`config.mk`:
```
export PLATFORM = sky130hd
export DESIGN_NAME = seq_frame_transmitter
export DESIGN_NICKNAME = d
export VERILOG_FILES = /design/src/rtl/seq_frame_transmitter.sv
export SDC_FILE = /design/constraint.sdc
export NUM_CORES = 1
export LEC_CHECK = 0
export BUFFER_PORTS_ARGS = -buffer_cell sky130_fd_sc_hd__clkbuf_2
export CAP_MARGIN = 10
export CORE_MARGIN = 5
export CORE_UTILIZATION = 35
export DETAILED_ROUTE_END_ITERATION = 10
export GPL_TIMING_DRIVEN = 0
export PLACE_DENSITY_LB_ADDON = 0.08
export SLEW_MARGIN = 25
export SYNTH_ARGS = -nofsm -noshare
export SYNTH_HDL_FRONTEND = slang
export SYNTH_SLANG_ARGS = --single-unit
```
`constraint.sdc`:
```
create_clock -name clk -period 3.5 [get_ports clk]
set_input_delay 0.35 -clock clk [delete_from_list [all_inputs] [get_ports clk]]
set_output_delay 0.35 -clock clk [all_outputs]
set_load 0.05 [all_outputs]
```
`src/rtl/seq_frame_transmitter.sv`:
```
`default_nettype none
// +--------------------------------------------------------------------------+
// | seq_frame_transmitter                                                    |
// | 4-bit word -> MSB-first serial frames in fixed 4-cycle slots, with       |
// | filler frames and an optional expected-detect strobe                     |
// | (SEQ_TX_EXPECT_EN).                                                      |
// | Revision: 1.0                                                            |
// +--------------------------------------------------------------------------+
module seq_frame_transmitter #(
   parameter logic [3:0] FILLER = 4'b0000,
   parameter int         CNT_W  = 8
) (
   input  logic             clk,
   input  logic             rst_n,
   input  logic             in_valid,
   input  logic [3:0]       in_data,
   output logic             in_ready,
   output logic             out,
   output logic             frame_start,
   output logic             exp_dec,
   output logic [CNT_W-1:0] frame_cnt
);

   localparam logic [1:0] C_LAST_SLOT = 2'd3;

   logic [1:0]       r_slot;
   logic [3:0]       r_sreg;
   logic [3:0]       r_buf;
   logic             r_buf_full;
   logic [CNT_W-1:0] r_frame_cnt;

   logic             w_boundary;
   logic             w_accept;
   logic             w_load_user;
   logic [3:0]       w_next_frame;

   assign w_boundary = (r_slot == C_LAST_SLOT);
   assign w_accept   = in_valid && !r_buf_full;

   // Buffered word wins; otherwise a word offered on the boundary bypasses the buffer.
   always_comb begin
      w_load_user  = 1'b1;
      w_next_frame = r_buf;
      if (!r_buf_full) begin
         if (w_accept) begin
            w_next_frame = in_data;
         end else begin
            w_load_user  = 1'b0;
            w_next_frame = FILLER;
         end
      end
   end

   always_ff @(posedge clk or negedge rst_n) begin
      if (!rst_n) begin
         r_slot      <= 2'd0;
         r_sreg      <= FILLER;
         r_buf       <= FILLER;
         r_buf_full  <= 1'b0;
         r_frame_cnt <= '0;
      end else begin
         r_slot <= r_slot + 2'd1;
         if (w_boundary) begin
            r_sreg     <= w_next_frame;
            r_buf_full <= 1'b0;
            if (w_load_user) begin
               r_frame_cnt <= r_frame_cnt + CNT_W'(1);
            end
         end else begin
            r_sreg <= {r_sreg[2:0], 1'b0};
            if (w_accept) begin
               r_buf      <= in_data;
               r_buf_full <= 1'b1;
            end
         end
      end
   end

`ifdef SEQ_TX_EXPECT_EN
   logic [3:0] r_frame_latch;

   always_ff @(posedge clk or negedge rst_n) begin
      if (!rst_n) begin
         r_frame_latch <= FILLER;
      end else if (w_boundary) begin
         r_frame_latch <= w_next_frame;
      end
   end

   assign exp_dec = w_boundary && ((r_frame_latch == 4'b0111) ||
                                   (r_frame_latch == 4'b1001) ||
                                   (r_frame_latch == 4'b1110));
`else
   assign exp_dec = 1'b0;
`endif

   assign out         = r_sreg[3];
   assign frame_start = (r_slot == 2'd0);
   assign in_ready    = !r_buf_full;
   assign frame_cnt   = r_frame_cnt;

endmodule
`default_nettype wire

```
==> key figures <==
Run status
  – Outcome: complete, no violations

Placed design
  – Total of buffers placed on input and output ports: 17
  – RePlAce Congestion: 0.665
  – Half-perimeter wire length after detailed placement: 1010 um
  – Post-placement worst setup slack: 2.08 ns

Critical path
  – Critical path endpoint category: output port
  – Maximum single-stage delay on the critical path: 0.40 ns
  – CP startpoint kind: flip-flop
  – Worst EP required: 3.15 ns
  – Largest fanout on the critical path: 2
  – Endpoint arrival time on the critical path: 1.17 ns
  – CP Cell Sequence: inv_1, ha_1, clkbuf_2
  – Crit path kind: flip-flop to output port
  – R2R setup slack: 2.09 ns
  – Slowest cell on the critical path: dfrtp_1

Synth
  – Sequential fraction of the synthesis area: 57.7%
  – Main combinational cell family by area after synthesis: simple AND/OR/NAND/NOR gates
  – Synthesized area: 825 sq um
  – Flip-flop and latch count after synthesis: 19
  – Share of synthesized cell area in full adder, half adder and majority cells: 4.55%
  – Avg Inst Size Synth: 12.3 sq um
  – Synth Instances: 67
  – Share of synthesized cell area in and, or, nand and nor gates: 10.2%
  – Post-synthesis share of cell area spent on xor and xnor gates: 7.44%
  – Number of distinct library cell variants in the gate-level netlist after synthesis: 22
  – Multiplexer area fraction after synthesis: 6.83%
  – Number of nets in the synthesized netlist: 77
  – Post-synthesis compound-gate area fraction: 8.35%
  – Count of yosys warnings during synthesis: 0

STA
  – Number of hold violations in the final report: 0
  – Post-route clock period utilization: 43.4%
  – Final setup viols: 0
  – Fin. max-slew vios: 0
  – Achievable clock frequency: 0.658 GHz
  – Worst clock skew on the final layout: 0.00616 ns
  – Final hold slack: 0.293 ns
  – Setup repair after global routing missed its margin: false
  – Worst Setup Slack, final: 1.98 ns
  – Final TNS setup: 0 ns
  – Min cycle time layout: 1.52 ns

Cells and area
  – Share of cells above drive strength 1: 34.8%
  – Fill cell count: 228
  – Post-layout nets: 100
  – Commonest non-fill, non-tap cell in the layout: dfrtp_1
  – Area Overhead vs Synth: 19.1%
  – Highest-count cells in the layout ignoring fill and taps: dfrtp_1, clkbuf_2, nor2_1
  – Count of inserted antenna diode cells: 0

Clocking
  – Post-CTS Setup Inserts: 0
  – Clk Latency, worst-skew pair: 0.29 ns
  – Clk slew on worst S/H paths: 0.10 ns
  – Longest Clk Path Bufs: 2
  – Hold bufs inserted after CTS: 1
  – Clock Root Buffer: clkbuf_4
  – CTS tree: done
  – PostCTS Resize Cnt: 0
  – CTS H-tree depth: 1
  – Clock buffer count from CTS: 3
  – Number of clock sinks seen by CTS: 19

Detailed routing
  – First drt pass iteration count: 4
  – Vias after detailed routing: 534
  – Mean routed wirelength per cell: 11.4 um
  – Detailed Route WL: 1340 um
  – Iteration-0 DRC count of the detailed router: 6
  – DRC violation count after routing: 0
  – Number of nets with antenna violations after detailed routing: 0
  – Via density: 4.56

Floorplan
  – Horizontal die dimension: 58.5 um
  – Core area: 2230 sq um
  – Area of the die: 3430 sq um
  – Site row count: 17
  – Die outline height: 58.5 um
  – Starting Density: 36.9%
  – Top-level port count: 19

Run
  – Number of max-cap violations: 0

Power and ir drop
  – Combinational cell fraction of total power: 33.6%
  – Areal power density over the cells: 613 nW/um^2
  – Clock network fraction of design power: 17.8%
  – Leakage Power: 0.000487 uW
  – Sw frac: 40.9%
  – Power Internal: 356 uW
  – Worst ir drop on vdd: 0.297 mV
  – Switching power total: 246 uW
  – Sequential cell fraction of total power: 48.6%

Min path
  – Tightest Hold Check Type: input pin to flip-flop

Global routing
  – Via count of the first global-routing pass: 527
  – Antenna violations before repair: 0
  – Largest net degree at the start of global routing: 20
  – Total global routing track utilization: 9.44%
  – GRT Residual Overflow: 0
  – Wire length of the first global-routing pass: 2360 um
## per-stage QoR
step	area, sq um	total power (uW)	cells	util [%]
finish	982	602	117	44.0
global route	982	645	117	44.0
CTS	982	616	117	44.0
detailed placement	945	502	112	42.3
global placement	945	500	112	42.3
floorplan	825	448	67	-
## registers in the layout, summed over array words and instances, names as in the netlist
| register | count |
|---|---|
| r_buf | 4 |
| r_buf_full | 1 |
| r_sreg | 4 |
| frame_cnt | 8 |
| r_slot | 2 |
## path summary, 6_finish.rpt
kind,endpoint,cells after the start,startpoint
setup / recovery,frame_start,3,r_slot[0]
hold reg to reg,r_slot[0],1,r_slot[0]
setup reg to reg,frame_cnt[1],4,r_slot[0]
min in group asynchronous,frame_cnt[1],2,rst_n
hold / removal,r_buf[2],2,in_data[2]
max in group asynchronous,r_sreg[3],2,rst_n
## power by group through the flow
stage	logic, uW	clock network (uW)	registers [uW]
after floorplan	53.5	0	395
after global placement	203	0	296
after detailed placement	205	0	297
after CTS	206	117	293
after global routing	218	128	300
final	202	107	293
## worst max-delay path: cells and delay by family, from the launching register on
family                   cells  cell delay (ns)
flip-flops                   1             0.40
buffers and inverters        2             0.35
adder cells (fa/ha/maj)      1             0.14
## cell type report
cell class / count / area, sq um / area share [%]
Buffer: 3 / 26.3 / 2.68
Clock inverter: 1 / 5.00 / 0.510
Clock buffer: 3 / 22.5 / 2.29
Sequential cell: 19 / 475 / 48.4
Inverter: 3 / 11.3 / 1.15
Timing Repair Buffer: 18 / 95.1 / 9.68
Multi-Input combinational cell: 42 / 312 / 31.7
Tap cell: 28 / 35.0 / 3.57
## kinds of logic after synthesis
group / after synthesis
buffers and inverters: 6
XOR/XNOR: 7
AND/OR/NAND/NOR: 16
multiplexers: 5
adder cells (fa/ha/maj): 3
other: 1
flip-flops: 19
AO/OA/AOI/OAI: 10
## synthesized netlist by cell type
cell / count / area share, %
buf_6: 1 / 1.4
buf_4: 2 / 1.8
nand2_1: 4 / 1.8
and3_1: 1 / 0.76
o2111a_1: 1 / 1.4
nand4_1: 1 / 0.76
nor2b_1: 1 / 0.76
and2b_2: 1 / 1.1
o211ai_1: 1 / 0.91
ha_1: 3 / 4.6
a21oi_1: 3 / 1.8
o21ai_0: 1 / 0.61
a22oi_1: 4 / 3.6
nor3_1: 1 / 0.61
conb_1: 1 / 0.45
nor2b_4: 1 / 1.7
inv_1: 3 / 1.4
xnor2_1: 5 / 5.3
xor2_1: 2 / 2.1
nor2_1: 6 / 2.7
dfrtp_1: 19 / 58
mux2_2: 5 / 6.8
## layer usage
| layer | track usage [%] | wire length, um |
|---|---|---|
| met1 | 11.4 | 599 |
| met2 | 14.5 | 618 |
| met3 | 4.82 | 110 |
| met4 | 2.98 | 10 |
| met5 | 0 | 0 |
Power figures use the tool's default switching activity.
